**src/rtl/mem_access_ctrl.sv**
```systemverilog
// LC-3 memory port A sequencer: round-robin CPU/loader arbitration driving MAR/MDR/RAM-WE.
// Optional MEMCTRL_WRITE_PROTECT_EN rejects CPU writes below PROTECT_LIMIT with cpu_err.
module mem_access_ctrl #(
    parameter int unsigned WAIT_STATES = 1
`ifdef MEMCTRL_WRITE_PROTECT_EN
    , parameter logic [15:0] PROTECT_LIMIT = 16'h3000
`endif
) (
    input  logic        clk,
    input  logic        reset,
    input  logic        cpu_req,
    input  logic        cpu_we,
    input  logic [15:0] cpu_addr,
    input  logic [15:0] cpu_wdata,
    output logic        cpu_ready,
    output logic [15:0] cpu_rdata,
    input  logic        ldr_req,
    input  logic        ldr_we,
    input  logic [15:0] ldr_addr,
    input  logic [15:0] ldr_wdata,
    output logic        ldr_ready,
    output logic [15:0] ldr_rdata,
    input  logic [15:0] MDROut,
    output logic [15:0] bus_out,
    output logic        bus_en,
    output logic        ldMAR,
    output logic        ldMDR,
    output logic        selMDR,
    output logic        memWE,
    output logic        busy,
`ifdef MEMCTRL_WRITE_PROTECT_EN
    output logic        cpu_err,
`endif
    output logic        grant_ldr
);

    typedef enum logic [2:0] {IDLE, LD_MAR, LD_MDR, WRITE, WAIT, CAPTURE, DONE} state_t;

    localparam logic [3:0] WAIT_INIT = 4'(WAIT_STATES);

    state_t      state_reg, state_next;
    logic [3:0]  cnt_reg, cnt_next;
    logic        last_ldr_reg, last_ldr_next;
    logic        owner_reg, owner_next;
    logic        we_reg, we_next;
    logic [15:0] addr_reg, addr_next;
    logic [15:0] wdata_reg, wdata_next;
    logic [15:0] cpu_rdata_reg, ldr_rdata_reg;
    logic [15:0] bus_out_reg;
    logic        bus_en_reg, ld_mar_reg, ld_mdr_reg, sel_mdr_reg, mem_we_reg;
    logic        cpu_ready_reg, ldr_ready_reg, busy_reg;
    logic        grant_ldr_now;
`ifdef MEMCTRL_WRITE_PROTECT_EN
    logic        err_reg, err_next, cpu_err_reg;
`endif

    always_comb begin
        state_next    = state_reg;
        cnt_next      = cnt_reg;
        last_ldr_next = last_ldr_reg;
        owner_next    = owner_reg;
        we_next       = we_reg;
        addr_next     = addr_reg;
        wdata_next    = wdata_reg;
`ifdef MEMCTRL_WRITE_PROTECT_EN
        err_next      = err_reg;
`endif
        // Loader wins when it is alone, or on a tie when the CPU had the last grant.
        grant_ldr_now = ldr_req & (~cpu_req | ~last_ldr_reg);
        case (state_reg)
            IDLE: begin
                if (cpu_req | ldr_req) begin
                    owner_next    = grant_ldr_now;
                    last_ldr_next = grant_ldr_now;
                    we_next       = grant_ldr_now ? ldr_we    : cpu_we;
                    addr_next     = grant_ldr_now ? ldr_addr  : cpu_addr;
                    wdata_next    = grant_ldr_now ? ldr_wdata : cpu_wdata;
                    state_next    = LD_MAR;
`ifdef MEMCTRL_WRITE_PROTECT_EN
                    err_next = 1'b0;
                    if (!grant_ldr_now && cpu_we && (cpu_addr < PROTECT_LIMIT)) begin
                        err_next   = 1'b1;
                        state_next = DONE;
                    end
`endif
                end
            end
            LD_MAR: begin
                if (we_reg) begin
                    state_next = LD_MDR;
                end else begin
                    state_next = WAIT;
                    cnt_next   = WAIT_INIT;
                end
            end
            LD_MDR:  state_next = WRITE;
            WRITE:   state_next = DONE;
            WAIT: begin
                if (cnt_reg <= 4'd1) state_next = CAPTURE;
                else                 cnt_next   = cnt_reg - 4'd1;
            end
            CAPTURE: state_next = DONE;
            DONE:    state_next = IDLE;
            default: state_next = IDLE;
        endcase
    end

    // Outputs are decoded from the state being entered so they line up with state_reg.
    always_ff @(posedge clk) begin
        if (!reset) begin
            state_reg     <= IDLE;
            cnt_reg       <= 4'd0;
            last_ldr_reg  <= 1'b0;
            owner_reg     <= 1'b0;
            we_reg        <= 1'b0;
            addr_reg      <= 16'h0000;
            wdata_reg     <= 16'h0000;
            cpu_rdata_reg <= 16'h0000;
            ldr_rdata_reg <= 16'h0000;
            bus_out_reg   <= 16'h0000;
            bus_en_reg    <= 1'b0;
            ld_mar_reg    <= 1'b0;
            ld_mdr_reg    <= 1'b0;
            sel_mdr_reg   <= 1'b0;
            mem_we_reg    <= 1'b0;
            cpu_ready_reg <= 1'b0;
            ldr_ready_reg <= 1'b0;
            busy_reg      <= 1'b0;
`ifdef MEMCTRL_WRITE_PROTECT_EN
            err_reg       <= 1'b0;
            cpu_err_reg   <= 1'b0;
`endif
        end else begin
            state_reg     <= state_next;
            cnt_reg       <= cnt_next;
            last_ldr_reg  <= last_ldr_next;
            owner_reg     <= owner_next;
            we_reg        <= we_next;
            addr_reg      <= addr_next;
            wdata_reg     <= wdata_next;
            bus_en_reg    <= (state_next == LD_MAR) || (state_next == LD_MDR);
            bus_out_reg   <= (state_next == LD_MAR) ? addr_next :
                             (state_next == LD_MDR) ? wdata_next : 16'h0000;
            ld_mar_reg    <= (state_next == LD_MAR);
            ld_mdr_reg    <= (state_next == LD_MDR) || (state_next == CAPTURE);
            sel_mdr_reg   <= (state_next == CAPTURE);
            mem_we_reg    <= (state_next == WRITE);
            cpu_ready_reg <= (state_next == DONE) && !owner_next;
            ldr_ready_reg <= (state_next == DONE) && owner_next;
            busy_reg      <= (state_next != IDLE);
`ifdef MEMCTRL_WRITE_PROTECT_EN
            err_reg       <= err_next;
            cpu_err_reg   <= (state_next == DONE) && err_next;
`endif
            if (state_reg == DONE && !we_reg) begin
                if (owner_reg) ldr_rdata_reg <= MDROut;
                else           cpu_rdata_reg <= MDROut;
            end
        end
    end

    assign bus_out   = bus_out_reg;
    assign bus_en    = bus_en_reg;
    assign ldMAR     = ld_mar_reg;
    assign ldMDR     = ld_mdr_reg;
    assign selMDR    = sel_mdr_reg;
    assign memWE     = mem_we_reg;
    assign cpu_ready = cpu_ready_reg;
    assign ldr_ready = ldr_ready_reg;
    assign cpu_rdata = cpu_rdata_reg;
    assign ldr_rdata = ldr_rdata_reg;
    assign busy      = busy_reg;
    assign grant_ldr = last_ldr_reg;
`ifdef MEMCTRL_WRITE_PROTECT_EN
    assign cpu_err   = cpu_err_reg;
`endif

endmodule

```
**config.mk**
```make
export PLATFORM = sky130hd
export DESIGN_NAME = mem_access_ctrl
export DESIGN_NICKNAME = d
export VERILOG_FILES = /design/src/rtl/mem_access_ctrl.sv
export SDC_FILE = /design/constraint.sdc
export NUM_CORES = 1
export LEC_CHECK = 0
export ABC_AREA = 0
export CAP_MARGIN = 5
export CORE_MARGIN = 2
export CORE_UTILIZATION = 45
export CTS_BUF_LIST = sky130_fd_sc_hd__clkbuf_8
export DETAILED_ROUTE_END_ITERATION = 7
export PLACE_DENSITY_LB_ADDON = 0.15
export RECOVER_POWER = 50
export SLEW_MARGIN = 25
export SYNTH_ARGS = -nofsm -noshare
export SYNTH_HDL_FRONTEND = slang
export SYNTH_SLANG_ARGS = --single-unit
```
**constraint.sdc**
```tcl
create_clock -name clk -period 3.8 [get_ports clk]
set_input_delay 0.38 -clock clk [delete_from_list [all_inputs] [get_ports clk]]
set_output_delay 0.38 -clock clk [all_outputs]
set_load 0.005 [all_outputs]
```
Word level (Yosys, flattened, before mapping)
Index checks and enable logic that the tools add are counted.
{ "totals": {"out_inout_bits": 57, "regBits": 98, "in_bits": 86} }
{ "classes": {"reduce_logical": 15, "n_lt_le_gt_ge": 1, "eq_ne": 13, "bitwise_logic": 6, "n_addsub": 1, "muxes": 18} }
{ "ops": {"columns": ["operator", "count"], "rows": [
  ["$mux 16", 8],
  ["$eq 3x3->1 const B", 5],
  ["$pmux 3 s5", 1],
  ["$eq 3x2->1 const B", 4],
  ["$mux 3", 3],
  ["$mux 4", 2],
  ["$pmux 4 s2", 1],
  ["$eq 3x1->1 const B", 2],
  ["$reduce_and 2->1", 3],
  ["$le 4x1->1 const B", 1],
  ["$ne 2x2->1 const B", 2],
  ["$sub 4x1->4 const B", 1],
  ["$logic_and 1x1->1", 3],
  ["$logic_not 3->1", 1],
  ["$mux 1", 3],
  ["$not 1->1", 3],
  ["$reduce_and 3->1", 1],
  ["$reduce_bool 3->1", 1],
  ["$logic_not 1->1", 2],
  ["$logic_or 1x1->1", 2],
  ["$or 1x1->1", 2],
  ["$reduce_bool 2->1", 1],
  ["$reduce_or 2->1", 1],
  ["$and 1x1->1", 1]
]} }

Logic depth before layout (Yosys ltp)
{ "logic_depth": {"ltp_word": 8, "mapped_depth": 7} }

Least setup slack after synthesis
Ideal clock, no wire load.
{ "synth_timing": {"kind": "reg-to-reg", "from": "register state_reg[1]", "to": "register bus_out_reg[10], in the netlist bus_out[10]", "t_arrival_ns": 1.505, "path_stages_with_launch": 8, "n_path_buf": 3, "setup_slack_ns": 2.222, "synth_period_minus_slack_ns": 1.578, "setup_ns": 0.073, "path_cell_list": "dfxtp_1 buf_6 or3_1 buf_4 nor2_8 nand2_1 buf_4 o22ai_2"} }
{ "synth_via": {"elab_chain_len": 6, "word_cells_on_any_way": 16, "cone_classes": "eq/ne (7); mux (7); reduce/logical (2)"} }
{ "synth_rtl": {"columns": ["element", "line", "source"], "rows": [
  ["start, declared", "41", "state_t state_reg, state_next;"],
  ["start signal, assigned", "134", "state_reg <= state_next;"],
  ["$eq 3x3->1 or $eq 3x2->1 (tied branches)", "70", "case (state_reg)"],
  ["$reduce_or 2->1 (no source line)", null, null],
  ["$pmux 3 s5", "70", null],
  ["$eq 3x2->1", "143", "(state_next == LD_MDR) ? wdata_next : 16'h0000;"],
  ["$mux 16", "143", null],
  ["$mux 16 (*)", "142", "bus_out_reg <= (state_next == LD_MAR) ? addr_next :"],
  ["end signal, assigned", "142", null],
  ["end, declared", "49", "logic [15:0] bus_out_reg;"]
]} }
Mark *: on every way between the ends. The rest lies on a longest branch, timed or not.
A chain may end at the register's enable or synchronous reset.

Worst setup path after layout
{ "layout_timing": {"from": "register state_reg[2]", "to": "register bus_out_reg[5], in the netlist bus_out[5]"} }
Same word-level chain as after synthesis.

==> impl_metrics.csv <==
group,metric,value,unit
status,run_status,"finished with violations",
status,violations,"max-capacitance violations, max-slew violations",
global_route,grt_pass1_vias,2928,
final_layout,areaGrowthSynthToFinish,41.7,%
sta,fmax,385,MHz
critical_path,endpoint_kind,"flop",
floorplanning,start_util,45.9,%
final_layout,layout-drive-gt1-share,9.45,%
cts,cts_tree,"done",
synth,synth-seq-area-share,44.7,%
final_layout,regArea,0.00166,sq mm
global_route,grt_pass1_wl,13.9,mm
critical_path,reg2reg_setup_slack,1.20,ns
synth,synth.avg_cell_area,9.81,sq um
drt,drtIter0Drc,125,
sta,final_max_slew_viol_count,17,
critical_path,reg2reg_from,"state_reg[2]",
cts,postCtsSetupRepairBufs,0,
place,placed_cell_area,0.00511,sq mm
power,ir_worst_vdd,0.000201,V
global_route,top_usage_layer,"met2",
sta,slew-limit-headroom,-1.77,%
cts,cts_max_level,3,
synth,synthFlopType,"dfxtp_1",
final_layout,stdcell_area,0.00527,sq mm
synth,synth_edf_count,0,
sta,worst_pin_slew,1.53,ns
sta,hold_slack,0.489,ns
sta,rsz0062_at_grt,"false",
cts,cts_resized,0,
synth,ys.warnings.count,0,
critical_path,critPathLaunchType,"flop",
critical_path,crit_required,4.06,ns
cts,ctsHoldBuffers,0,
drt,viasPerCell,5.13,
synth,synth.distinct_cells,46,
sta,finalCriticalPeriod,2.60,ns
floorplanning,chipWidth,94.9,um
synth,postSynthNetCount,467,
min_path,hold_start,"wdata_reg[8]",
min_path,min_delay_worst_endpoint,"wdata_reg[8]",
global_route,gr-usage-met3,6.46,%
floorplanning,core_area,0.00809,sq mm
final_layout,num_antenna_cells,0,
drt,drc,0,
critical_path,worstSetupPathType,"reg -> reg",
sta,setup_viol_count_final,0,
critical_path,reg2regPathDepth,4,
final_layout,fill_cells,669,
min_path,hold_depth,2,
final_layout,layout_common_cells,"dfxtp_1, clkdlybuf4s50_1, dlygate4sd3_1",
power,power_density,395,mW/mm^2
power,p_leak,2.16,nW
global_route,grt_max_degree,63,
floorplanning,fp.dieH,94.9,um
critical_path,cp_max_fo,39,
synth,ys_ff_latch,83,
cts,root_buffer,"clkbuf_8",
synth,syn-instance-count,379,
global_route,grt_use_total,19.7,%
cts,clk_path_buf_depth,2,
sta,final_hold_viol_count,0,
place,hpwl,6.30,mm
min_path,hold_class,"reg -> reg",
floorplanning,ios,143,
place,place.port_buffers,142,
drt,ant_nets,0,
global_route,grt_use_met1,24.7,%
drt,first_pass_iters,4,
final_layout,nNetsFinal,592,
final_layout,final_util,65.1,%
floorplanning,die_area,0.00900,sq mm
cts,clock_latency,0.34,ns
global_route,grt.overflow.total,0,
floorplanning,num_rows,33,
sta,fin_crit_sh,68.4,%
critical_path,cp_data_arrival_time,2.86,ns
place,routabilityCongestion,0.722,
synth,syn_area,0.00372,sq mm
drt,num_vias,3142,
drt,routed_wl,8.96,mm
final_layout,multi_input_area,0.00186,sq mm
critical_path,r2r-end,"bus_out[5]",
sta,fin_skew,0.00798,ns
cts,numCtsBuffers,9,
cts,clkTransAtPathRegs,0.08,ns
global_route,antenna_found_initial,0,
global_route,grt_use_met2,32.2,%
drt,avgRoutedWirePerCell,14.6,um
power,p_total,2.08,mW
run,cap_violations,1,
sta,finalSetupTns,0,ns
synth,async_flop_share,0,%
cts,clock_sinks,83,
-- per-stage QoR --
| stage | setup WS [ns] | cells |
|---|---|---|
| after floorplan | 2.22 | 379 |
| after global placement | 1.29 | 598 |
| after detailed placement | 1.22 | 598 |
| after CTS | 1.21 | 613 |
| after global routing | 0.957 | 613 |
| final | 1.20 | 613 |
-- worst max path at each step --
| stage | slack (ns) | end | start |
|---|---|---|---|
| floorplan | 2.22 | bus_out[10] | state_reg[1] |
| global placement | 1.29 | bus_out[2] | cpu_req |
| detailed placement | 1.22 | bus_out[5] | state_reg[2] |
| CTS | 1.21 | bus_out[5] | state_reg[2] |
| global route | 0.96 | bus_out[15] | state_reg[2] |
| finish | 1.20 | bus_out[5] | state_reg[2] |
-- cell families after synthesis --
group	Yosys count	synth area share (%)
XOR/XNOR	3	0.707
adder cells (fa/ha/maj)	2	0.673
buffers and inverters	36	5.15
flip-flops	83	44.7
AND/OR/NAND/NOR	106	16.8
AO/OA/AOI/OAI	101	18.6
multiplexers	48	13.4
-- where the power goes --
group / switching (mW) / leakage [nW] / internal (mW)
sequential: 0.0550 / 0.677 / 0.957
clock: 0.302 / 0.0860 / 0.229
combinational: 0.254 / 1.40 / 0.281
total: 0.611 / 2.16 / 1.47
-- synth_stat cells, types with 3 or more instances --
cell	n	area share [%]
nor2b_1	36	6.1
o22ai_2	9	3.0
o22ai_1	7	1.2
nand3_1	4	0.54
or3_1	16	2.7
inv_1	7	0.71
o21ai_0	34	4.6
buf_2	8	1.1
nor2_1	10	1.0
nand2_1	24	2.4
mux2i_1	33	8.9
xor2_1	3	0.71
nor3_1	3	0.40
mux2_2	15	4.5
clkbuf_1	12	1.2
dfxtp_1	83	45
a21oi_1	19	2.6
buf_4	5	1.0
a21boi_0	15	3.0
-- routing by layer --
metal | wire length (um) | up-vias
met1 | 3930 | 1440
met2 | 4140 | 103
li1 | - | 1592
met5 | 0 | -
met4 | 67 | 0
met3 | 829 | 7
-- final cells by class --
cell class / count / share of cell area (%)
Tap cell: 105 / 2.49
Timing Repair Buffer: 143 / 27.0
Clock buffer: 9 / 2.35
Clock inverter: 6 / 0.665
Sequential cell: 83 / 31.6
Multi-Input combinational cell: 260 / 35.4
Inverter: 7 / 0.499
-- worst max-delay path, cell delays in order (launching register included) --
cell and delay (ns):
dfxtp_1 0.43, or3_1 0.71, nor2_8 0.50, nand2_1 0.55, o22ai_2 0.34
Power figures use the tool's default switching activity.
